### src/rtl/div4_seq.sv
// div4_seq: 8-bit by 4-bit sequential restoring divider, one quotient bit per clock.
// Defining DIV4_SEQ_DIVZERO_EN adds the div_zero output and a one-cycle path for b=0.
module div4_seq (
  input  logic       clk,
  input  logic       rst_n,
  input  logic       start,
  input  logic [7:0] a,
  input  logic [3:0] b,
  output logic       busy,
  output logic       done,
  output logic [7:0] quo,
  output logic [3:0] rem
`ifdef DIV4_SEQ_DIVZERO_EN
  ,
  output logic       div_zero
`endif
);

  typedef enum logic [1:0] {
    S_IDLE = 2'd0,
    S_CALC = 2'd1,
    S_DONE = 2'd2
  } state_t;

  state_t     state_q, state_d;
  logic [7:0] dvd_q, dvd_d;
  logic [3:0] dvs_q, dvs_d;
  logic [7:0] quo_q, quo_d;
  logic [3:0] rem_q, rem_d;
  logic [2:0] step_q, step_d;
  logic [4:0] part;
  logic [3:0] diff;
  logic       ge;
`ifdef DIV4_SEQ_DIVZERO_EN
  logic       dz_q, dz_d;
`endif

  // Restoring step; the difference always fits in 4 bits when ge is set.
  assign part = {rem_q, dvd_q[7]};
  assign ge   = (part >= {1'b0, dvs_q});
  assign diff = part[3:0] - dvs_q;

  always_comb begin
    state_d = state_q;
    dvd_d   = dvd_q;
    dvs_d   = dvs_q;
    quo_d   = quo_q;
    rem_d   = rem_q;
    step_d  = step_q;
`ifdef DIV4_SEQ_DIVZERO_EN
    dz_d    = dz_q;
`endif
    case (state_q)
      S_IDLE: begin
        if (start) begin
          dvd_d   = a;
          dvs_d   = b;
          quo_d   = 8'd0;
          rem_d   = 4'd0;
          step_d  = 3'd0;
`ifdef DIV4_SEQ_DIVZERO_EN
          dz_d    = 1'b0;
`endif
          state_d = S_CALC;
        end
      end
      S_CALC: begin
`ifdef DIV4_SEQ_DIVZERO_EN
        if (dvs_q == 4'd0) begin
          quo_d   = 8'hFF;
          rem_d   = dvd_q[3:0];
          dz_d    = 1'b1;
          state_d = S_DONE;
        end else
`endif
        begin
          dvd_d  = {dvd_q[6:0], 1'b0};
          quo_d  = {quo_q[6:0], ge};
          rem_d  = ge ? diff : part[3:0];
          step_d = step_q + 3'd1;
          if (step_q == 3'd7) begin
            state_d = S_DONE;
          end
        end
      end
      S_DONE: begin
        state_d = S_IDLE;
      end
      default: begin
        state_d = S_IDLE;
      end
    endcase
  end

  always_ff @(posedge clk) begin
    if (!rst_n) begin
      state_q <= S_IDLE;
      dvd_q   <= 8'd0;
      dvs_q   <= 4'd0;
      quo_q   <= 8'd0;
      rem_q   <= 4'd0;
      step_q  <= 3'd0;
`ifdef DIV4_SEQ_DIVZERO_EN
      dz_q    <= 1'b0;
`endif
    end else begin
      state_q <= state_d;
      dvd_q   <= dvd_d;
      dvs_q   <= dvs_d;
      quo_q   <= quo_d;
      rem_q   <= rem_d;
      step_q  <= step_d;
`ifdef DIV4_SEQ_DIVZERO_EN
      dz_q    <= dz_d;
`endif
    end
  end

  assign busy = (state_q == S_CALC);
  assign done = (state_q == S_DONE);
  assign quo  = quo_q;
  assign rem  = rem_q;
`ifdef DIV4_SEQ_DIVZERO_EN
  assign div_zero = dz_q;
`endif

endmodule

### config.mk
export PLATFORM = sky130hd
export DESIGN_NAME = div4_seq
export DESIGN_NICKNAME = d
export VERILOG_FILES = /design/src/rtl/div4_seq.sv
export SDC_FILE = /design/constraint.sdc
export NUM_CORES = 1
export LEC_CHECK = 0
export CORE_ASPECT_RATIO = 1.75
export CORE_MARGIN = 3
export CORE_UTILIZATION = 49
export DETAILED_ROUTE_END_ITERATION = 10
export GPL_ROUTABILITY_DRIVEN = 0
export GPL_TIMING_DRIVEN = 0
export PLACE_DENSITY = 0.77
export SLEW_MARGIN = 5
export SYNTH_ARGS = -nofsm -noshare
export SYNTH_HDL_FRONTEND = slang
export SYNTH_SLANG_ARGS = --single-unit
### constraint.sdc
create_clock -name clk -period 2.05 [get_ports clk]
set_input_delay 0.41 -clock clk [delete_from_list [all_inputs] [get_ports clk]]
set_output_delay 0.41 -clock clk [all_outputs]
set_load 0.02 [all_outputs]
### After elaboration in Yosys (flattened, before gate mapping)

Cells that the tools add are included.

| storage, ports and cells | value |
|---|---|
| register bits after elaboration | 29 |
| output and inout bits | 14 |
| ROM bits | 0 |
| input port bits | 15 |
| logic and storage cells | 31 |
| RAM bits | 0 |
| bits in latches | 0 |
| memories | 0 |

| cells by class | value |
|---|---|
| div/mod/pow operators | 0 |
| shifts and indexed selects | 0 |
| $lt $le $gt $ge | 1 |
| reductions and logical operators | 5 |
| multipliers | 0 |
| mux-type cells | 12 |
| bitwise operators | 0 |
| add/subtract/negate cells | 2 |
| equal/unequal tests | 5 |

Operator list:

| cell | count |
|---|---|
| $pmux W8 S2 | 2 |
| $mux W8 | 2 |
| $mux W4 | 2 |
| $pmux W4 S2 | 1 |
| $pmux W3 S2 | 1 |
| $reduce_and A2 Y1 | 3 |
| $ge A5 B4 Y1 | 1 |
| $mux W2 | 2 |
| $pmux W2 S2 | 1 |
| $sub A4 B4 Y4 | 1 |
| $add A3 B1 Y3 const B | 1 |
| $eq A3 B3 Y1 const B | 1 |
| $mux W3 | 1 |
| $eq A2 B1 Y1 const B | 1 |
| $eq A2 B2 Y1 const B | 1 |
| $logic_not A2 Y1 | 1 |
| $ne A2 B1 Y1 const B | 1 |
| $ne A2 B2 Y1 const B | 1 |
| $reduce_bool A2 Y1 | 1 |

### Longest topological paths before layout

Gate-level depths: netlist (run 1).

| logic depth | value |
|---|---|
| depth in word-level cells | 3 |
| mapped depth | 6 |
| gate-level depth less buffers | 6 |

### Worst setup path before layout (run 1)

OpenSTA, ideal clock, no wires.

| path | value |
|---|---|
| kind | flip-flop to flip-flop |
| from | register rem_q[1], in the netlist rem[1] |
| to | register quo_q[0], in the netlist quo[0] |
| period minus slack after synthesis | 1727 ps |
| buffers on the path | 0 |
| path slack | 323 ps |
| setup time | 115 ps |
| cell stages (with the launch flop) | 6 |
| data arrival time | 1613 ps |
| data required time | 1935 ps |
| cell sequence | dfxtp_1 -> ha_1 -> or2_2 -> a21oi_1 -> o31ai_1 -> and2_1 |

| on the way | value |
|---|---|
| longest elaborated chain between the ends | 2 |

RTL lines:

| item | line | RTL |
|---|---|---|
| start, declared | 29 | `logic [3:0] rem_q, rem_d;` |
| start signal, assigned | 111 | `rem_q <= rem_d;` |
| $ge A5 B4 Y1 | 40 | `assign ge = (part >= {1'b0, dvs_q});` |
| $pmux W8 S2 | 53 | `case (state_q)` |
| end signal, assigned | 110 | `quo_q <= quo_d;` |
| end, declared | 28 | `logic [7:0] quo_q, quo_d;` |

Every way passes these cells.
A chain may end at the register's enable or synchronous reset.

### Final worst setup path (run 1)

| path | value |
|---|---|
| from | register state_q[1] |
| to | output done |

| on the way | value |
|---|---|
| longest elaborated chain between the ends | 1 |

RTL lines:

| item | line | RTL |
|---|---|---|
| start, declared | 25 | `state_t state_q, state_d;` |
| start signal, assigned | 107 | `state_q <= state_d;` |
| $eq A2 B2 Y1 | 120 | `assign done = (state_q == S_DONE);` |
| end, declared | 10 | `output logic done,` |

Every way passes these cells.

==> results.py, run 1 <==
metrics = {
    "grt": {
        "grt_pass1_wl_um": 5250,
        "gr-total-overflow": 0,
        "antenna_found_initial": 0,
        "grt_max_degree": 11,
        "grt_pass1_vias": 1186,
        "gr-usage-all-layers_pct": 21.2,
    },
    "timing": {
        "hold_viol": 0,
        "whs_ps": 454,
        "tightest_slew_ps": 709,
        "relSlewSlack_pct": 52.5,
        "skew_ps": 4.58,
        "finalWorstSetupSlack_ps": 149,
        "period_needed_ps": 1900,
        "slew_viol_final": 0,
        "rsz0062_at_grt": "no",
        "period_share_pct": 92.7,
        "fmax_mhz": 526,
        "setup_tns_ps": 0,
        "finalSetupViolations": 0,
    },
    "critical_path": {
        "path_cells": "nor2b_1, clkdlybuf4s50_1",
        "path_buf_inv": 1,
        "crit_arrival_ps": 1490,
        "cp_max_fo": 5,
        "slowest_delay_ps": 620,
        "cp.required_ps": 1640,
        "start_kind": "flop",
        "path_class": "flop to output pin",
        "crit_slowest_cell": "clkdlybuf4s50_1",
        "crit_family": "buffers and inverters",
        "worstSetupEndpointType": "output pin",
    },
    "placement": {
        "dpl_worst_slack_ps": -4.64,
        "dp_hpwl_um": 2270,
        "port_buffers": 27,
    },
    "floorplanning": {
        "core-area_um2": 2550,
        "dieArea_um2": 3440,
        "die_w_um": 45.6,
        "start_util_pct": 52.8,
        "io_pins": 29,
        "num_rows": 24,
        "fp.dieH_um": 75.4,
    },
    "synthesis": {
        "synth_area_leaders": "dfxtp_1 43%, nor2_1 7.5%, a22oi_1 5.6%, ha_1 5.6%, a311oi_1 5.2%",
        "syn_inst": 153,
        "yosysSeqAreaShare_pct": 43.1,
        "synth-edff-count": 0,
        "synth_common_cells": "29 x dfxtp_1, 27 x nor2_1, 17 x nand2_1",
        "avgSynthCellArea_um2": 8.81,
        "yosysTopAreaCell": "dfxtp_1",
        "yosysWarnings": 0,
        "synthesis.nets": 175,
        "yosysUniqueCellTypes": 36,
        "ys_seq_elements": 29,
        "ys_async_sr_fraction_pct": 0,
        "netlist_area_um2": 1350,
        "synth_flop_cell": "dfxtp_1",
        "synth_top_area_share_pct": 43.1,
        "yosysMostFrequentCell": "dfxtp_1",
    },
    "clock_network": {
        "numCtsBuffers": 5,
        "insertion_delay_ps": 280,
        "cts_max_path_buffers": 2,
        "cts_hold_buf": 0,
        "clk_pin_slew_ps": 60,
        "cts_tree": "built",
        "cts_setup_buffers": 0,
        "htreeDepth": 2,
        "clock-sinks": 29,
        "cts_root_buf": "clkbuf_8",
    },
    "routing": {
        "drcViolationCount": 0,
        "via_per_inst": 5.61,
        "postRouteAntennaNets": 0,
        "drt_iter0_markers": 26,
        "routedWlPerCell_um": 14.3,
        "num_vias": 1194,
        "wl_um": 3050,
        "dr.pass1.iters": 4,
    },
    "cells_and_area": {
        "finalNetCount": 208,
        "drive_gt1_share_pct": 11.2,
        "n_antenna_cell": 0,
        "fin_util_pct": 68.6,
        "syn2layout_area_growth_pct": 29.9,
    },
    "power": {
        "leakage_nw": 0.694,
        "peakVddDrop_mv": 0.502,
        "total_power_mw": 1.37,
        "power_density_nw_per_um2": 784,
    },
    "run_status": {
        "status": "finished, final reports clean",
    },
    "hold_path": {
        "hp-class": "input port to flop",
    },
    "job": {
        "maxCapViolCount": 0,
    },
}
-- cell families after synthesis --
group	count (synthesis)	share of synthesized area (%)
adder cells (fa/ha/maj)	7	7.06
XOR/XNOR	1	0.650
AND/OR/NAND/NOR	65	22.9
buffers and inverters	15	4.64
multiplexers	2	1.58
AO/OA/AOI/OAI	34	20.1
flip-flops	29	43.1
-- per-stage QoR --
step / area (µm²) / cells
after floorplan: 1350 / 153
after global placement: 1650 / 206
after detailed placement: 1650 / 206
after CTS: 1750 / 214
after global routing: 1750 / 213
final: 1750 / 213
-- layout make-up --
cell class	count	area [µm²]
repair buffers	27	272
clock inverters	1	5.00
flip-flops and latches	29	581
plain buffers	7	33.8
clock buffers	7	96.3
inverters	7	26.3
well taps	26	32.5
multi-input cells	109	704
fillers	232	802
-- registers in the layout, indices dropped and copies added (netlist names) --
signal and count:
dvs_q 4, state_q 2, quo 8, step_q 3
rem 4, dvd_q 8
-- worst paths after layout --
check,start,end,slack [ps],cells after the start
setup / recovery,state_q[1],done,150,2
hold / removal,rst_n,state_q[0],450,2
hold reg to reg,step_q[0],step_q[0],480,1
setup reg to reg,dvd_q[7],rem[1],250,5
-- where the power goes --
group / switching [mW] / total, mW / internal, mW / leakage (nW)
clock network: 0.207 / 0.510 / 0.303 / 0.0542
registers: 0.0216 / 0.616 / 0.595 / 0.237
logic: 0.131 / 0.245 / 0.115 / 0.403
total: 0.360 / 1.37 / 1.01 / 0.694
-- routing by layer --
layer | vias to the layer above | part of all wire [%] | global-route usage (%)
met1 | 547 | 38 | 23.6
met2 | 31 | 54 | 35.5
met5 | - | 0 | 0
li1 | 609 | - | -
met4 | 0 | 2.0 | 10.1
met3 | 7 | 6.3 | 6.86
-- cells in the final DEF, fill, tap and decap left out, drive strengths merged, types with 2 or more instances in the layout --
master and instances:
o211ai 3, nand2b 2, buf 4, or4 2, dfxtp 29, nor2b 3, clkdlybuf4s50 26, ha 6
a22oi 10, nor2 28, nand3 6, a21oi 5, a311oi 8, nand2 17, or2 2, inv 7
clkbuf 10, o31ai 2
-- worst reg2reg max path: cells and delay by family (launching register included) --
kind                     cells  cell delay [ps]
AND/OR/NAND/NOR              2              610
flip-flops                   1              360
adder cells (fa/ha/maj)      2              710
buffers and inverters        1               60
-- repair_timing --
item	CTS	global route
pin swaps	0	0
setup endpoints to repair	1	1
gates resized for setup	3	2
No activity file was read; power rests on OpenSTA's default activity.
==> inputs of run 2 (changes only) <==
--- a/config.mk
+++ b/config.mk
@@ -5,13 +5,15 @@
 export SDC_FILE = /design/constraint.sdc
 export NUM_CORES = 1
 export LEC_CHECK = 0
+export ABC_AREA = 1
 export CORE_ASPECT_RATIO = 1.75
 export CORE_MARGIN = 3
-export CORE_UTILIZATION = 49
+export CORE_UTILIZATION = 52
+export CTS_BUF_LIST = sky130_fd_sc_hd__clkbuf_4 sky130_fd_sc_hd__clkbuf_8
 export DETAILED_ROUTE_END_ITERATION = 10
 export GPL_ROUTABILITY_DRIVEN = 0
 export GPL_TIMING_DRIVEN = 0
-export PLACE_DENSITY = 0.77
+export PLACE_DENSITY = 0.81
 export SLEW_MARGIN = 5
 export SYNTH_ARGS = -nofsm -noshare
 export SYNTH_HDL_FRONTEND = slang
==> run 2 against run 1 <==
Critical path depth rose by 3. Cell count is 10% higher. Wire length grew 3.9%. Global-route usage is 0.64 points lower. Combinational power up 59%. Synthesized area up 5.4%. Power up 9.6%. Critical endpoint is now busy.
==> results.py, run 2 <==
metrics = {
    "synthesis": {
        "ys_seq_elements": 29,
        "netlist_area_um2": 1420,
        "synth_flop_cell": "dfxtp_1",
        "avgSynthCellArea_um2": 8.21,
        "yosysWarnings": 0,
        "yosysSeqAreaShare_pct": 40.9,
        "synth-edff-count": 0,
        "yosysUniqueCellTypes": 26,
        "yosysMostFrequentCell": "nand2_1",
        "synth_common_cells": "42 x nand2_1, 29 x dfxtp_1, 14 x inv_1",
        "synth_area_leaders": "dfxtp_1 41%, nand2_1 11%, a21oi_2 6.8%, ha_1 5.3%, nand2_2 5.3%",
        "ys_async_sr_fraction_pct": 0,
        "syn_inst": 173,
        "synthesis.nets": 195,
        "synth_top_area_share_pct": 40.9,
        "yosysTopAreaCell": "dfxtp_1",
    },
    "critical_path": {
        "reg2reg_to": "rem[3]",
        "path_buf_inv": 4,
        "path_depth": 5,
        "start_kind": "flop",
        "crit_arrival_ps": 1500,
        "crit_start": "state_q[1]",
        "crit_family": "buffers and inverters",
        "cp_max_fo": 10,
        "path_cells": "inv_1, nand2_4, inv_2, buf_4, dlygate4sd2_1",
        "crit_slowest_cell": "dlygate4sd2_1",
        "cp.required_ps": 1640,
        "regToRegStartpoint": "rem[1]",
        "slowest_delay_ps": 340,
        "rrSetupSlack_ps": 540,
        "setup.worst_path.end": "busy",
        "worstSetupEndpointType": "output pin",
        "reg2regPathDepth": 8,
        "path_class": "flop to output pin",
    },
    "power": {
        "p_seq_share_pct": 42.4,
        "pwr-share-comb_pct": 26.0,
        "p_int_mw": 1.05,
        "peakVddDrop_mv": 0.626,
        "swShare_pct": 30.0,
        "p_switching_mw": 0.452,
        "leakage_nw": 0.728,
        "power_density_nw_per_um2": 825,
        "p_clk_share_pct": 31.7,
    },
    "grt": {
        "gr-usage-all-layers_pct": 20.6,
        "grt_pass1_wl_um": 5100,
        "antenna_found_initial": 0,
        "grt_pass1_vias": 1198,
        "gr-total-overflow": 0,
        "grt_max_degree": 11,
    },
    "clock_network": {
        "htreeDepth": 2,
        "insertion_delay_ps": 270,
        "clk_pin_slew_ps": 60,
        "cts_root_buf": "clkbuf_8",
        "numCtsBuffers": 5,
        "clock-sinks": 29,
        "post_cts_resized": 1,
        "cts_hold_buf": 0,
        "cts_max_path_buffers": 2,
        "cts_setup_buffers": 0,
        "cts_tree": "built",
    },
    "floorplanning": {
        "die_w_um": 45.5,
        "num_rows": 24,
        "fp.dieH_um": 75.1,
        "io_pins": 29,
        "start_util_pct": 55.6,
        "dieArea_um2": 3420,
        "core-area_um2": 2550,
    },
    "cells_and_area": {
        "final_common_cell": "nand2_1",
        "finalNetCount": 230,
        "n_antenna_cell": 0,
        "drive_gt1_share_pct": 20.6,
        "syn2layout_area_growth_pct": 28.4,
        "final_cell_mix": "42 x nand2_1, 29 x dfxtp_1, 27 x clkdlybuf4s50_1",
        "n_fill_cell": 207,
    },
    "timing": {
        "skew_ps": 3.69,
        "setup_tns_ps": 0,
        "slew_viol_final": 0,
        "hold_viol": 0,
        "period_share_pct": 93.3,
        "fmax_mhz": 523,
        "rsz0062_at_grt": "no",
        "whs_ps": 472,
        "tightest_slew_ps": 634,
        "relSlewSlack_pct": 57.7,
        "period_needed_ps": 1910,
        "finalSetupViolations": 0,
    },
    "routing": {
        "drt_iter0_markers": 38,
        "postRouteAntennaNets": 0,
        "num_vias": 1251,
        "routedWlPerCell_um": 13.5,
        "dr.pass1.iters": 5,
        "wl_um": 3170,
        "drcViolationCount": 0,
        "via_per_inst": 5.32,
    },
    "placement": {
        "dp_hpwl_um": 2330,
        "port_buffers": 28,
    },
    "job": {
        "maxCapViolCount": 0,
    },
    "run_status": {
        "status": "finished, final reports clean",
    },
    "hold_path": {
        "hp-class": "flop to flop",
    },
}
[run 2: cell count changes in the layout (fill, tap and decap cells not counted), moves of 5 or more]
cell / before / now
nor2_1: 27 / 4
a22oi_1: 10 / 0
a31oi_1: 0 / 7
nand2_2: 0 / 12
a311oi_1: 8 / 0
a21oi_1: 5 / 10
inv_1: 6 / 14
a21oi_2: 0 / 11
nand2_1: 17 / 42
o21ai_0: 1 / 10
[run 2: area by class of cell]
type	count	area (µm²)	share of cell area [%]
timing repair buffer	28	279	15.3
inverter	17	68.8	3.77
buffer	6	57.6	3.16
clock buffer	8	91.3	5.01
multi-input combinational	121	713	39.1
sequential	29	581	31.8
tap	26	32.5	1.78
[run 2: layer usage]
| layer | vias to the layer above | GRT usage (%) | share of wire [%] |
|---|---|---|---|
| li1 | 632 | - | - |
| met4 | 0 | 12.7 | 3.1 |
| met1 | 578 | 21.2 | 38 |
| met2 | 34 | 35.5 | 55 |
| met3 | 7 | 5.50 | 4.1 |
| met5 | - | 0 | 0 |
[run 2: power by group through the flow]
stage	clock network, mW	registers, mW	logic (mW)
2_1_floorplan	0	0.658	0.265
3_3_place_gp	0	0.645	0.382
3_5_place_dp	0	0.648	0.391
4_1_cts	0.485	0.637	0.393
5_1_grt	0.509	0.642	0.434
6_report	0.476	0.637	0.390
[run 2: how the worst min path moves through the flow]
stage	startpoint	end	slack (ps)	depth (start not counted)
global route	step_q[2]	step_q[2]	490	2
global placement	quo[7]	quo[7]	450	2
detailed placement	step_q[2]	step_q[2]	460	2
floorplan	step_q[0]	step_q[0]	430	1
CTS	step_q[2]	step_q[2]	470	2
finish	dvd_q[0]	dvd_q[0]	470	2
[run 2: tightest hold or removal path, cell delays in order, from the launching register on]
cell and delay [ps]:
dfxtp_1 320, nand2_2 70, a21oi_2 40
[run 2: per-stage QoR]
stage               instances  setup WS (ps)  total power [mW]  area, µm²  util, %
detailed placement        227            180              1.04       1730     67.9
global placement          227            187              1.03       1730     67.9
global route              235           52.6              1.58       1820     71.4
floorplan                 173            563             0.923       1420        -
finish                    235            138              1.50       1820     71.4
CTS                       235            129              1.52       1820     71.4
[run 2: cell families after synthesis]
kind of cell / after synthesis / share of synthesized area, %
buffers and inverters: 23 / 8.90
DFF: 29 / 40.9
AOI/OAI and AO/OA: 40 / 18.1
and+or+nand+nor: 73 / 24.8
xor gates and xnor gates: 1 / 0.617
adders and majority gates: 7 / 6.70
==> inputs of run 3 (changes only) <==
--- a/config.mk
+++ b/config.mk
@@ -5,7 +5,6 @@
 export SDC_FILE = /design/constraint.sdc
 export NUM_CORES = 1
 export LEC_CHECK = 0
-export ABC_AREA = 1
 export CORE_ASPECT_RATIO = 1.75
 export CORE_MARGIN = 3
 export CORE_UTILIZATION = 52
@@ -13,7 +12,7 @@
 export DETAILED_ROUTE_END_ITERATION = 10
 export GPL_ROUTABILITY_DRIVEN = 0
 export GPL_TIMING_DRIVEN = 0
-export PLACE_DENSITY = 0.81
+export PLACE_DENSITY = 0.82
 export SLEW_MARGIN = 5
 export SYNTH_ARGS = -nofsm -noshare
 export SYNTH_HDL_FRONTEND = slang
==> run 3 against run 2 <==
Cell count down 9.4%. Wire length up 1.4%. Register-to-register slack worse by 320 ps. Power down 1.3%. Global-route usage up 2.2 points. Highest routed layer unchanged.
==> results.py, run 3 (synthesis gave the netlist of run 1 again) <==
metrics = {
    "clock_network": {
        "numCtsBuffers": 5,
        "insertion_delay_ps": 280,
        "cts_tree": "built",
        "clk_pin_slew_ps": 60,
        "cts_root_buf": "clkbuf_8",
        "cts_setup_buffers": 0,
        "clock-sinks": 29,
        "cts_max_path_buffers": 2,
        "htreeDepth": 2,
    },
    "timing": {
        "finalSetupViolations": 0,
        "hold_viol": 0,
        "fmax_mhz": 523,
        "tightest_slew_ps": 650,
        "rsz0062_at_grt": "no",
        "period_share_pct": 93.3,
        "whs_ps": 461,
        "relSlewSlack_pct": 56.5,
        "slew_viol_final": 0,
        "setup_tns_ps": 0,
        "skew_ps": 5.32,
        "period_needed_ps": 1910,
    },
    "placement": {
        "placed_cells": 205,
        "dp_hpwl_um": 2450,
        "port_buffers": 27,
    },
    "critical_path": {
        "cp_max_fo": 10,
        "slowest_delay_ps": 350,
        "crit_arrival_ps": 1500,
        "reg2reg_to": "rem[1]",
        "worstSetupEndpointType": "output pin",
        "rrSetupSlack_ps": 220,
        "cp.required_ps": 1640,
        "path_common_cell": "buf_2",
        "reg2regPathDepth": 5,
        "path_class": "flop to output pin",
        "crit_slowest_cell": "dfxtp_1",
        "path_cells": "nand2b_1, inv_2, buf_2, buf_2, clkbuf_2",
        "regToRegStartpoint": "dvd_q[7]",
        "start_kind": "flop",
        "crit_start": "state_q[1]",
    },
    "floorplanning": {
        "io_pins": 29,
        "die_w_um": 44.5,
        "fp.dieH_um": 73.3,
        "dieArea_um2": 3260,
        "core-area_um2": 2390,
        "num_rows": 23,
        "start_util_pct": 56.4,
    },
    "grt": {
        "gr-usage-all-layers_pct": 22.8,
        "gr-total-overflow": 0,
        "antenna_found_initial": 0,
        "grt_pass1_vias": 1269,
        "grt_pass1_wl_um": 5550,
        "grt_max_degree": 11,
    },
    "routing": {
        "dr.pass1.iters": 4,
        "routedWlPerCell_um": 15.1,
        "wl_um": 3210,
        "via_per_inst": 5.73,
        "num_vias": 1221,
        "postRouteAntennaNets": 0,
        "drt_iter0_markers": 23,
        "drcViolationCount": 0,
    },
    "cells_and_area": {
        "finalNetCount": 209,
        "final_common_cell": "dfxtp_1",
        "n_fill_cell": 193,
        "drive_gt1_share_pct": 11.7,
        "final_cell_mix": "29 x dfxtp_1, 27 x nor2_1, 26 x clkdlybuf4s50_1",
        "n_antenna_cell": 0,
        "instances_no_fill": 213,
        "syn2layout_area_growth_pct": 30.9,
    },
    "hold_path": {
        "min_from": "rst_n",
        "hp-class": "input port to flop",
        "hold_path_end": "state_q[0]",
        "hold_depth": 2,
    },
    "power": {
        "p_clk_share_pct": 41.5,
        "swShare_pct": 24.6,
        "p_seq_share_pct": 41.6,
        "total_power_mw": 1.48,
        "power_density_nw_per_um2": 841,
        "p_switching_mw": 0.366,
        "pwr-share-comb_pct": 16.9,
        "leakage_nw": 0.706,
        "peakVddDrop_mv": 0.578,
        "p_int_mw": 1.12,
    },
    "job": {
        "maxCapViolCount": 0,
    },
    "run_status": {
        "status": "finished, final reports clean",
    },
}
==> run 3: changes by cell type in the layout (fill, tap and decap cells not counted), moves of 9 or more <==
cell | before | now
a21oi_2 | 11 | 0
a22oi_1 | 0 | 10
nand2_1 | 42 | 17
nand2_2 | 12 | 0
nor2_1 | 4 | 27
o21ai_0 | 10 | 1
==> run 3: how the worst max path moves through the flow <==
stage          endpoint  slack [ps]  depth (start not counted)
6_report           busy         140                          5
2_1_floorplan    quo[0]         320                          5
4_1_cts            busy          10                          5
3_5_place_dp       busy           4                          5
3_3_place_gp       busy          30                          5
5_1_grt            busy          30                          5
==> run 3: layout make-up <==
type	count	area, µm²	share of cell area (%)
Clock inverter	1	30.0	1.70
Buffer	8	36.3	2.06
Sequential cell	29	581	32.9
Tap cell	25	31.3	1.77
Inverter	7	26.3	1.49
Clock buffer	7	90.1	5.11
Multi-Input combinational cell	109	704	39.9
Timing Repair Buffer	27	265	15.0
==> run 3: layer usage <==
layer | track usage (%) | routed length [µm] | share of wire (%)
met1 | 23.0 | 1220 | 38
met2 | 41.9 | 1810 | 56
met3 | 5.88 | 104 | 3.2
met4 | 9.73 | 80 | 2.5
met5 | 0 | 0 | 0
==> run 3: power by group through the flow <==
stage / clock (mW) / sequential (mW) / combinational [mW]
floorplan: 0 / 0.632 / 0.159
global placement: 0 / 0.627 / 0.239
detailed placement: 0 / 0.629 / 0.251
CTS: 0.623 / 0.616 / 0.252
global route: 0.648 / 0.620 / 0.279
finish: 0.616 / 0.616 / 0.251
==> run 3: stage by stage <==
| step | cell area, µm² | utilization [%] | setup WS, ps |
|---|---|---|---|
| floorplan | 1350 | - | 323 |
| global placement | 1650 | 69.0 | 27.3 |
| detailed placement | 1650 | 69.0 | 4.38 |
| CTS | 1770 | 74.1 | 12.1 |
| global route | 1760 | 73.9 | 28.9 |
| finish | 1760 | 73.9 | 138 |
==> run 3: worst max-delay path: cells and delay by family (launching register included) <==
kind,cells,cell delay (ps)
buffers and inverters,4,700
DFF,1,350
and+or+nand+nor,1,180
==> run 3: repair_timing <==
action	in CTS	in global routing
hold buffers	0	0
endpoints found under the setup margin	1	1
resized for setup	2	1
pin swaps	0	0
